==> src/rtl/alu_issue_ctrl.sv <==
// ALU issue controller: accepts one op over valid/ready, drives registered operands/opcode,
// waits the op latency, returns the captured result. Optional macro: ALU_ISSUE_CTRL_STATS_EN.
module alu_issue_ctrl #(
  parameter int unsigned WIDTH       = 32,
  parameter int unsigned MOD_LATENCY = 34
) (
  input  logic             CLK,
  input  logic             reset,
  input  logic             req_valid,
  output logic             req_ready,
  input  logic [2:0]       req_op,
  input  logic [WIDTH-1:0] req_a,
  input  logic [WIDTH-1:0] req_b,
  output logic [WIDTH-1:0] alu_a,
  output logic [WIDTH-1:0] alu_b,
  output logic [2:0]       alu_op,
  output logic             alu_start,
  input  logic [WIDTH-1:0] alu_result,
  input  logic             alu_lt,
  output logic             rsp_valid,
  input  logic             rsp_ready,
  output logic [WIDTH-1:0] rsp_data,
  output logic             rsp_lt,
  output logic             rsp_err,
  output logic [31:0]      stat_count
);

  localparam int unsigned CW     = $clog2(MOD_LATENCY + 1);
  localparam logic [2:0]  OP_MOD = 3'b111;

  typedef enum logic [1:0] {
    IDLE = 2'd0,
    EXEC = 2'd1,
    RESP = 2'd2
  } state_t;

  state_t        state;
  logic [CW-1:0] cnt;

  // req_ready is kept as a flop that always mirrors (state == IDLE).
  always_ff @(posedge CLK) begin
    if (!reset) begin
      state     <= IDLE;
      cnt       <= '0;
      req_ready <= 1'b1;
      alu_a     <= '0;
      alu_b     <= '0;
      alu_op    <= 3'b000;
      alu_start <= 1'b0;
      rsp_valid <= 1'b0;
      rsp_data  <= '0;
      rsp_lt    <= 1'b0;
      rsp_err   <= 1'b0;
    end else begin
      alu_start <= 1'b0;
      case (state)
        IDLE: begin
          if (req_valid) begin
            alu_a     <= req_a;
            alu_b     <= req_b;
            alu_op    <= req_op;
            req_ready <= 1'b0;
            // Divide by zero never reaches the ALU; answer immediately with an error.
            if (req_op == OP_MOD && req_b == '0) begin
              state     <= RESP;
              rsp_data  <= '0;
              rsp_lt    <= 1'b0;
              rsp_err   <= 1'b1;
              rsp_valid <= 1'b1;
            end else begin
              state     <= EXEC;
              cnt       <= (req_op == OP_MOD) ? CW'(MOD_LATENCY) : CW'(1);
              alu_start <= 1'b1;
            end
          end
        end
        EXEC: begin
          if (cnt != '0) cnt <= cnt - CW'(1);
          if (cnt == CW'(1)) begin
            rsp_data  <= alu_result;
            rsp_lt    <= alu_lt;
            rsp_err   <= 1'b0;
            rsp_valid <= 1'b1;
            state     <= RESP;
          end
        end
        RESP: begin
          if (rsp_ready) begin
            rsp_valid <= 1'b0;
            req_ready <= 1'b1;
            state     <= IDLE;
          end
        end
        default: begin
          state     <= IDLE;
          req_ready <= 1'b1;
        end
      endcase
    end
  end

`ifdef ALU_ISSUE_CTRL_STATS_EN
  logic [31:0] stat_q;

  // Counts every completed response handshake, error responses included.
  always_ff @(posedge CLK) begin
    if (!reset)                         stat_q <= '0;
    else if (state == RESP && rsp_ready) stat_q <= stat_q + 32'd1;
  end

  assign stat_count = stat_q;
`else
  assign stat_count = '0;
`endif

endmodule

==> config.mk <==
export PLATFORM = sky130hd
export DESIGN_NAME = alu_issue_ctrl
export DESIGN_NICKNAME = d
export VERILOG_FILES = /design/src/rtl/alu_issue_ctrl.sv
export SDC_FILE = /design/constraint.sdc
export NUM_CORES = 1
export LEC_CHECK = 0
export ABC_AREA = 1
export ABC_CLOCK_PERIOD_IN_PS = 1400
export CAP_MARGIN = 20
export CORE_AREA = 5 5 120 122
export DETAILED_ROUTE_END_ITERATION = 7
export DIE_AREA = 0 0 125 127
export HOLD_SLACK_MARGIN = 0.06
export PLACE_DENSITY = 0.81
export SKIP_LAST_GASP = 1
export SLEW_MARGIN = 40
export SYNTH_ARGS = -nofsm -noshare
export SYNTH_HDL_FRONTEND = slang
export SYNTH_SLANG_ARGS = --single-unit
==> constraint.sdc <==
create_clock -name CLK -period 1.4 [get_ports CLK]
set_input_delay 0.28 -clock CLK [delete_from_list [all_inputs] [get_ports CLK]]
set_output_delay 0.28 -clock CLK [all_outputs]
set_load 0.005 [all_outputs]
==> run summary, run 1 <==
The fraction of final layout cells with drive strength greater than 1 is 20.3%, and the number of cell rows is 42. The share of the Yosys chip area taken by registers is 48.7%. Number of endpoints failing setup at the final stage: 34.

The startpoint of the lowest-slack register-to-register path is cnt[4]. Synthesis instantiated 27 different standard cells from the library. CTS root buffer: sky130_fd_sc_hd__clkbuf_16. The die is 127 um tall. For the area of the die, the log shows 15,900 sq um. The flow ran to the end, but the final reports show violations.

The worst setup path is launched from a flop. Setup repair after global routing could not meet its margin everywhere. The later pin in the worst-skew pair is clocked with a latency of 0.35 ns. The tools report the maximum clock frequency as 652 MHz. The worst hold path begins at req_b[22].

Initial antenna violation count: 1. TritonCTS built the clock tree. In this run, synthesis produced a sequential element count of 112. The final reports fail on setup timing. The logs give -2.07 ns for the sum of negative setup slack and 961 for the final net count. For the synthesized area, the log shows 4600 sq um. For the number of levels in the clock H-tree, the log shows 3. After detailed routing, the average wire length per cell comes to 15.8 um.

For this run, the share of the core covered by cells in the final layout is 59.6%. The first detailed-routing pass took 5 iterations. In this run the remaining antenna-violating nets after routing total 0.

Pin placement for this block handled 240 I/O pins. Synthesis produced a netlist whose cell count is 603. The primary flip-flop cell chosen by synthesis mapping is sky130_fd_sc_hd__dfxtp_1. For the data required time of the worst path, the log shows 1.66 ns. The logs give 0 for the max-slew violation total from the final report and 0 for the number of max-cap violations. The number of buffers inserted for hold repair after clock tree synthesis was 0; the worst path arrival time was 1.80 ns. In the synthesized netlist the async set-or-reset flop fraction comes to 0%. In the routed design, unresolved DRC markers number 0. Number of stages on the worst hold path: 3. The tools report the final number of hold-violating endpoints as 0. In this run, synthesis inferred 0 flip-flops with an integrated enable. For the yosys synthesis warning count, the log shows 0. The detailed placer's ending HPWL was 10,600 um; the pin count of the biggest net entering global routing was 68.

The synthesized area per cell is 7.63 sq um, and the horizontal extent of the die is 125 um. Element type at the critical path end: a flop. The analysis attributes to cell leakage a power of 0.00362 uW.

The total via count after detailed routing is 5,014, and the first-pass GRT wire length is 23,200 um. The final worst setup slack was -0.135 ns; the clock tree buffer depth was 2. After detailed routing, the total wire length is 16,400 um.

The DRC violation total after the first TritonRoute iteration is 312. For this run the aggregate overflow at the end of global routing stands at 0. The via density per instance works out to 4.84. The worst-case IR drop observed on VDD is 893 uV.

The run gives 17.8% as the overall track demand over capacity in global routing. The worst hold path terminates at alu_b[22]. The count of buffers inserted at the top-level ports works out to 207. The shortest period the worst path allows was 1.53 ns; the tightest hold margin was 0.210 ns.

The tightest min-delay check is of the in -> reg type. The critical path is of the reg -> reg type. The reg2reg setup slack is -0.13 ns, and the core footprint is 13,100 sq um. In the finished design, the share of the clock period the worst path needs comes to 110%. The total power per unit cell area is 1780 nW/um^2, and the signed area change from the synthesized netlist to the final layout is 69.4%. Clock-pin slew of the registers on the worst-case setup and hold paths: 0.07 ns.

Counting cells, the worst reg-to-reg path comes to 9. Across the routed clock network, the largest skew measured is 0.00693 ns. The initial utilization of the core area, before any placement, comes to 35.2%. The tools report the critical register-to-register path endpoint as rsp_data[9]. For the via count of the first global-routing pass, the log shows 4,619. Maximum fanout along the worst path: 14. At the end of routability-driven placement, the weighted congestion stood at 0.805.

The run gives 9 as the number of buffers created by CTS. The clock drives 112 sinks.
==> cells in the final DEF, fill, tap and decap left out, types with 5 or more instances in the layout <==
cell	count
sky130_fd_sc_hd__nand2_2	21
sky130_fd_sc_hd__buf_6	5
sky130_fd_sc_hd__conb_1	32
sky130_fd_sc_hd__nand2_1	32
sky130_fd_sc_hd__buf_4	54
sky130_fd_sc_hd__nand4_1	33
sky130_fd_sc_hd__dlygate4sd2_1	123
sky130_fd_sc_hd__clkdlybuf4s50_1	67
sky130_fd_sc_hd__dfxtp_2	12
sky130_fd_sc_hd__nor2_1	152
sky130_fd_sc_hd__clkdlybuf4s15_1	11
sky130_fd_sc_hd__dfxtp_1	100
sky130_fd_sc_hd__a21oi_2	8
sky130_fd_sc_hd__clkbuf_16	14
sky130_fd_sc_hd__inv_2	7
sky130_fd_sc_hd__buf_12	8
sky130_fd_sc_hd__nand2_4	13
sky130_fd_sc_hd__o21ai_0	65
sky130_fd_sc_hd__o21ai_1	8
sky130_fd_sc_hd__a21oi_1	38
sky130_fd_sc_hd__inv_1	12
==> registers in the layout (all words and copies together), names as in the netlist <==
register / cells
alu_b: 32
alu_op: 3
cnt: 6
state: 2
alu_a: 32
rsp_err: 1
rsp_lt: 1
alu_start: 1
req_ready: 1
rsp_valid: 1
rsp_data: 32
==> metrics by stage <==
stage / cells / total power (uW) / cell area [sq um] / setup slack [ns]
3_5_place_dp: 994 / 10100 / 6990 / -0.603
5_1_grt: 1037 / 14700 / 7800 / -0.204
2_1_floorplan: 634 / 7300 / 4730 / 0.000213
3_3_place_gp: 994 / 10000 / 6990 / -0.565
6_report: 1037 / 13900 / 7800 / -0.135
4_1_cts: 1027 / 12800 / 7390 / -0.130
==> what timing repair did <==
item                                    4_1_cts  5_1_grt
pin swaps                                     6       26
setup buffers                                16        5
cloned                                        1        5
endpoints found under the setup margin      147       73
resized for setup                           174       91
==> how the worst max path moves through the flow <==
stage | start | end | depth (start not counted)
floorplan | state[0] | rsp_data[24] | 9
global placement | req_b[30] | rsp_data[9] | 12
detailed placement | req_b[27] | rsp_data[9] | 12
CTS | cnt[2] | rsp_data[30] | 10
global route | cnt[4] | rsp_data[24] | 9
finish | cnt[4] | rsp_data[9] | 9
==> layer usage <==
layer / vias up / share of wire [%] / wire length (um) / global-route usage (%)
li1: 2422 / - / - / -
met1: 2310 / 39 / 6330 / 20.6
met2: 225 / 51 / 8280 / 31.1
met3: 57 / 6.6 / 1090 / 4.09
met4: 0 / 4.1 / 671 / 8.80
met5: - / 0 / 0 / 0
==> power by group <==
part           switching (uW)  leakage, uW  total [uW]  internal, uW
Sequential                456     0.000927        4510          4050
Clock                    1160     0.000141        2650          1490
Combinational            3440      0.00255        6730          3290
Total                    5060      0.00362       13900          8830
==> cells by family (layout without fill, tap and decap cells) <==
family                   Yosys count  count (layout)  share of synthesized area [%]
flip-flops                       112             112                           48.7
other                              1              33                         0.0815
buffers and inverters             93             319                           11.6
AO/OA/AOI/OAI                    125             125                           14.2
AND/OR/NAND/NOR                  269             269                           24.7
XOR/XNOR                           1               1                          0.190
adder cells (fa/ha/maj)            2               2                          0.544
==> cells in the mapped netlist, drive strengths merged, types with 2 or more instances <==
library cell    n  area share, %
a21oi          47            5.6
buf            52            8.3
clkbuf         18            1.5
dfxtp         112             49
ha              2           0.54
inv            22            1.8
nand2          67            5.9
nand3           7           0.76
nand4          33            4.5
nor2          158             13
nor3            2           0.22
o21ai          76            8.3
==> area by class of cell <==
cell class                 instances  area (sq um)
fill                            1140          5290
timing repair buffer             280          2690
sequential                       112          2260
multi-input combinational        429          2220
clock buffer                      12           256
tap                              176           220
inverter                          23           100
clock inverter                     4          52.6
antenna                            1          2.50
==> critical path: stages, from the launching register on <==
cell and delay (ns):
sky130_fd_sc_hd__dfxtp_2 0.33, sky130_fd_sc_hd__inv_2 0.07, sky130_fd_sc_hd__nand2_4 0.06, sky130_fd_sc_hd__nor2_4 0.13
sky130_fd_sc_hd__nand2_4 0.07, sky130_fd_sc_hd__a21oi_4 0.17, sky130_fd_sc_hd__buf_12 0.15, sky130_fd_sc_hd__buf_12 0.14
sky130_fd_sc_hd__nand4_1 0.11, sky130_fd_sc_hd__a21oi_1 0.22
Power figures use the tool's default switching activity.
==> inputs of run 2 (changes only) <==
--- a/config.mk
+++ b/config.mk
@@ -8,9 +8,10 @@
 export ABC_AREA = 1
 export ABC_CLOCK_PERIOD_IN_PS = 1400
 export CAP_MARGIN = 20
-export CORE_AREA = 5 5 120 122
+export CORE_AREA = 3 3 118 120
+export CTS_CLUSTER_DIAMETER = 120
 export DETAILED_ROUTE_END_ITERATION = 7
-export DIE_AREA = 0 0 125 127
+export DIE_AREA = 0 0 121 123
 export HOLD_SLACK_MARGIN = 0.06
 export PLACE_DENSITY = 0.81
 export SKIP_LAST_GASP = 1
==> run 2 against run 1 <==
Against the previous run:
- the run still ends with setup timing left
- clock skew about the same
- global-route usage up 1.1 points
- final cell count increased by 0.39%
- clock power shrank 3%
- largest power group unchanged
- highest routed layer unchanged
==> run summary, run 2 (synthesis gave the netlist of run 1 again) <==
TritonCTS built the clock tree. The cell family contributing the most delay on the critical path is simple AND/OR/NAND/NOR gates. The number of buffers created by CTS was 9 (unchanged); the clock sink count was 112 (unchanged). The instance area at placement is 7020 sq um (+0.43%), and the maximum fanout along the worst path is 5 (-9). The most critical setup path has its startpoint at cnt[2]. The largest stage delay on the critical path was 0.33 ns (about the same); the initial cell density of the core was 35.2% (unchanged). The run gives 10,100 um (-4.2%) as the detailed placer's ending HPWL. The final number of hold-violating endpoints was 0 (unchanged); the via density per instance was 4.76 (-1.6%). The shortest period the worst path allows is 1.60 ns (+0.0669 ns). Element type at the critical path end: a flop. The flow ran to the end, but the final reports show violations. Clock-pin slew of the registers on the worst-case setup and hold paths: 0.07 ns (about the same). The overall overflow remaining after global route came out at 0 (unchanged). The cell type with the highest occurrence count on the critical path is sky130_fd_sc_hd__nand2_4.

The number of endpoints failing setup at the final stage was 33 (-2.9%); the path length in cells of the critical path was 10 (+1). The horizontal extent of the die came out at 121 um (-3.2%). The total via count after detailed routing came out at 4,952 (-1.2%). The maximum vdd drop is 961 uV (+7.6%), and the overall track demand over capacity in global routing is 18.9% (+1.1 points). The wire length after detailed routing came out at 15,800 um (-3.5%). The worst setup path is launched from a flop. Via count of the first global-routing pass: 4,545 (-1.6%).

From synthesis to final layout, the design area changed by 70.9%. Maximum clock frequency: 624 MHz (-4.2%). Traced cell by cell, the critical path runs through inv_2, nand2_2, nor2_4, nand2_4, a21oi_4, nand2_4, buf_4, buf_16, nand2_1, a21oi_1. The remaining antenna violation count was 0 (unchanged).

Setup repair after global routing could not meet its margin everywhere. The number of stages on the worst hold path was 3 (unchanged). The vertical extent of the die is 123 um (-3.1%), and the pin count of the biggest net entering global routing is 73 (+7.4%). Most frequent standard cell in the layout excluding fill and tap cells: sky130_fd_sc_hd__nor2_1.

The worst path arrival time came out at 1.82 ns (+0.02 ns). The logs give 1.62 ns (-0.04 ns) for the data required time of the worst path and 968 (+0.73%) for the final net count. The clock latency at the later pin of the worst-skew pair is 0.34 ns (about the same), and the total power after layout is 14,200 uW (+2.2%). The first-pass detailed-route iteration total is 4 (-1), and the number of cell rows is 42 (unchanged).

The slowest cell on the critical path was sky130_fd_sc_hd__dfxtp_2. In this run the worst hold path is classified as in -> reg. The initial antenna violation count is 0 (-1). Area of the die: 14,900 sq um (-6.2%). For the number of levels in the clock H-tree, the log shows 3 (unchanged). The worst register-to-register path begins at cnt[2].

The total power per unit cell area was 1800 nW/um^2 (+1.3%); the share of the cycle needed by the critical path after routing was 114% (+4.8 points). In the final layout, the registers with the most flip-flops are alu_a (32), alu_b (32), rsp_data (32). The tightest hold margin was 0.205 ns (-0.00510 ns). The global placement routability congestion was 0.803 (-0.32%). The count of buffers inserted at the top-level ports came out at 207 (unchanged).

The max-slew violation total from the final report came out at 0 (unchanged). The final reports fail on setup timing. The tools report the number of max-cap violations as 0 (unchanged). The average wire length per cell after detail routing was 15.2 um (-3.8%). By startpoint and endpoint, the worst setup path is classified as reg -> reg. The clock tree buffer depth was 2 (unchanged).

The DRC violation total after the first TritonRoute iteration is 268 (-14%). The run gives 0.00365 uW (+1.1%) as the leakage component of the power. The number of cells on the worst reg-to-reg path is 10 (+1), and the final worst setup slack is -0.202 ns (-0.0669 ns). Worst setup skew after layout: 0.00718 ns (+0.000254 ns).

Leaving out fill and tap cells, the most frequent cells in the layout are sky130_fd_sc_hd__nor2_1 (142), sky130_fd_sc_hd__dlygate4sd2_1 (106), sky130_fd_sc_hd__dfxtp_1 (91). The tools report the total non-filler cell area in the finished layout as 7870 sq um (+0.91%). First-pass GRT wire length: 22,700 um (-2.1%). The DRC violation count after routing came out at 0 (unchanged). CTS root buffer: sky130_fd_sc_hd__clkbuf_16. The run gives 0 (-1) as the antenna cell count.

In this run the most critical hold path is launched from req_b[31]. The buffer and inverter count on the worst path was 3 (unchanged); the core footprint was 13,100 sq um (unchanged). Number of I/O pins: 240 (unchanged). The fraction of final layout cells with drive strength greater than 1 is 26.2% (+5.9 points).
run 2: cell types whose count changed in the layout (fill, tap and decap cells not counted), moves of 5 or more:
cell	before	now
sky130_fd_sc_hd__buf_4	54	48
sky130_fd_sc_hd__dfxtp_1	100	91
sky130_fd_sc_hd__o21ai_0	65	72
sky130_fd_sc_hd__clkbuf_2	1	17
sky130_fd_sc_hd__dfxtp_2	12	21
sky130_fd_sc_hd__nor2_2	4	11
sky130_fd_sc_hd__a21oi_2	8	14
sky130_fd_sc_hd__a21oi_1	38	32
sky130_fd_sc_hd__buf_12	8	13
sky130_fd_sc_hd__dlygate4sd2_1	123	106
sky130_fd_sc_hd__nor2_1	152	142
sky130_fd_sc_hd__buf_6	5	14
run 2: path summary, 6_finish.rpt:
kind                                     end  slack [ns]
worst min-delay path               alu_b[31]        0.21
worst max register to register        rsp_lt       -0.20
worst max-delay path                  rsp_lt       -0.20
worst min register to register  rsp_data[16]        0.46
run 2: metal layers:
layer,GRT usage [%],routed length (um)
met3,3.48,946
met2,32.5,7920
met5,0,0
met4,8.99,633
met1,23.0,6300
run 2: tightest hold or removal path, cell delays in order:
cell,delay [ns]
sky130_fd_sc_hd__buf_6,0.08
sky130_fd_sc_hd__o21ai_0,0.07
sky130_fd_sc_hd__nor2_1,0.07
run 2: layout make-up:
type | count | area, sq um
Sequential cell | 112 | 2270
Timing Repair Buffer | 287 | 2760
Tap cell | 176 | 220
Inverter | 23 | 96.3
Fill cell | 1159 | 5220
Multi-Input combinational cell | 429 | 2230
Clock inverter | 3 | 43.8
Clock buffer | 11 | 243
run 2: power breakdown:
part	leakage, uW	internal, uW	switching (uW)
combinational	0.00258	3670	3470
sequential	0.000930	4070	441
clock	0.000141	1420	1140
run 2: timing repair:
item,CTS,global route
resized for setup,229,116
buffers inserted,19,12
hold buffers,0,0
endpoints found under the setup margin,148,45
cloned,5,2
pin swaps,30,45
run 2: per-stage QoR:
step	std cells	utilization (%)	setup WS (ns)	setup TNS, ns
CTS	1031	58.0	-0.107	-2.44
global route	1041	60.1	-0.315	-7.83
detailed placement	993	53.7	-0.790	-43.43
global placement	993	53.7	-0.767	-42.25
floorplan	634	-	0.000213	0
finish	1041	60.1	-0.202	-4.54
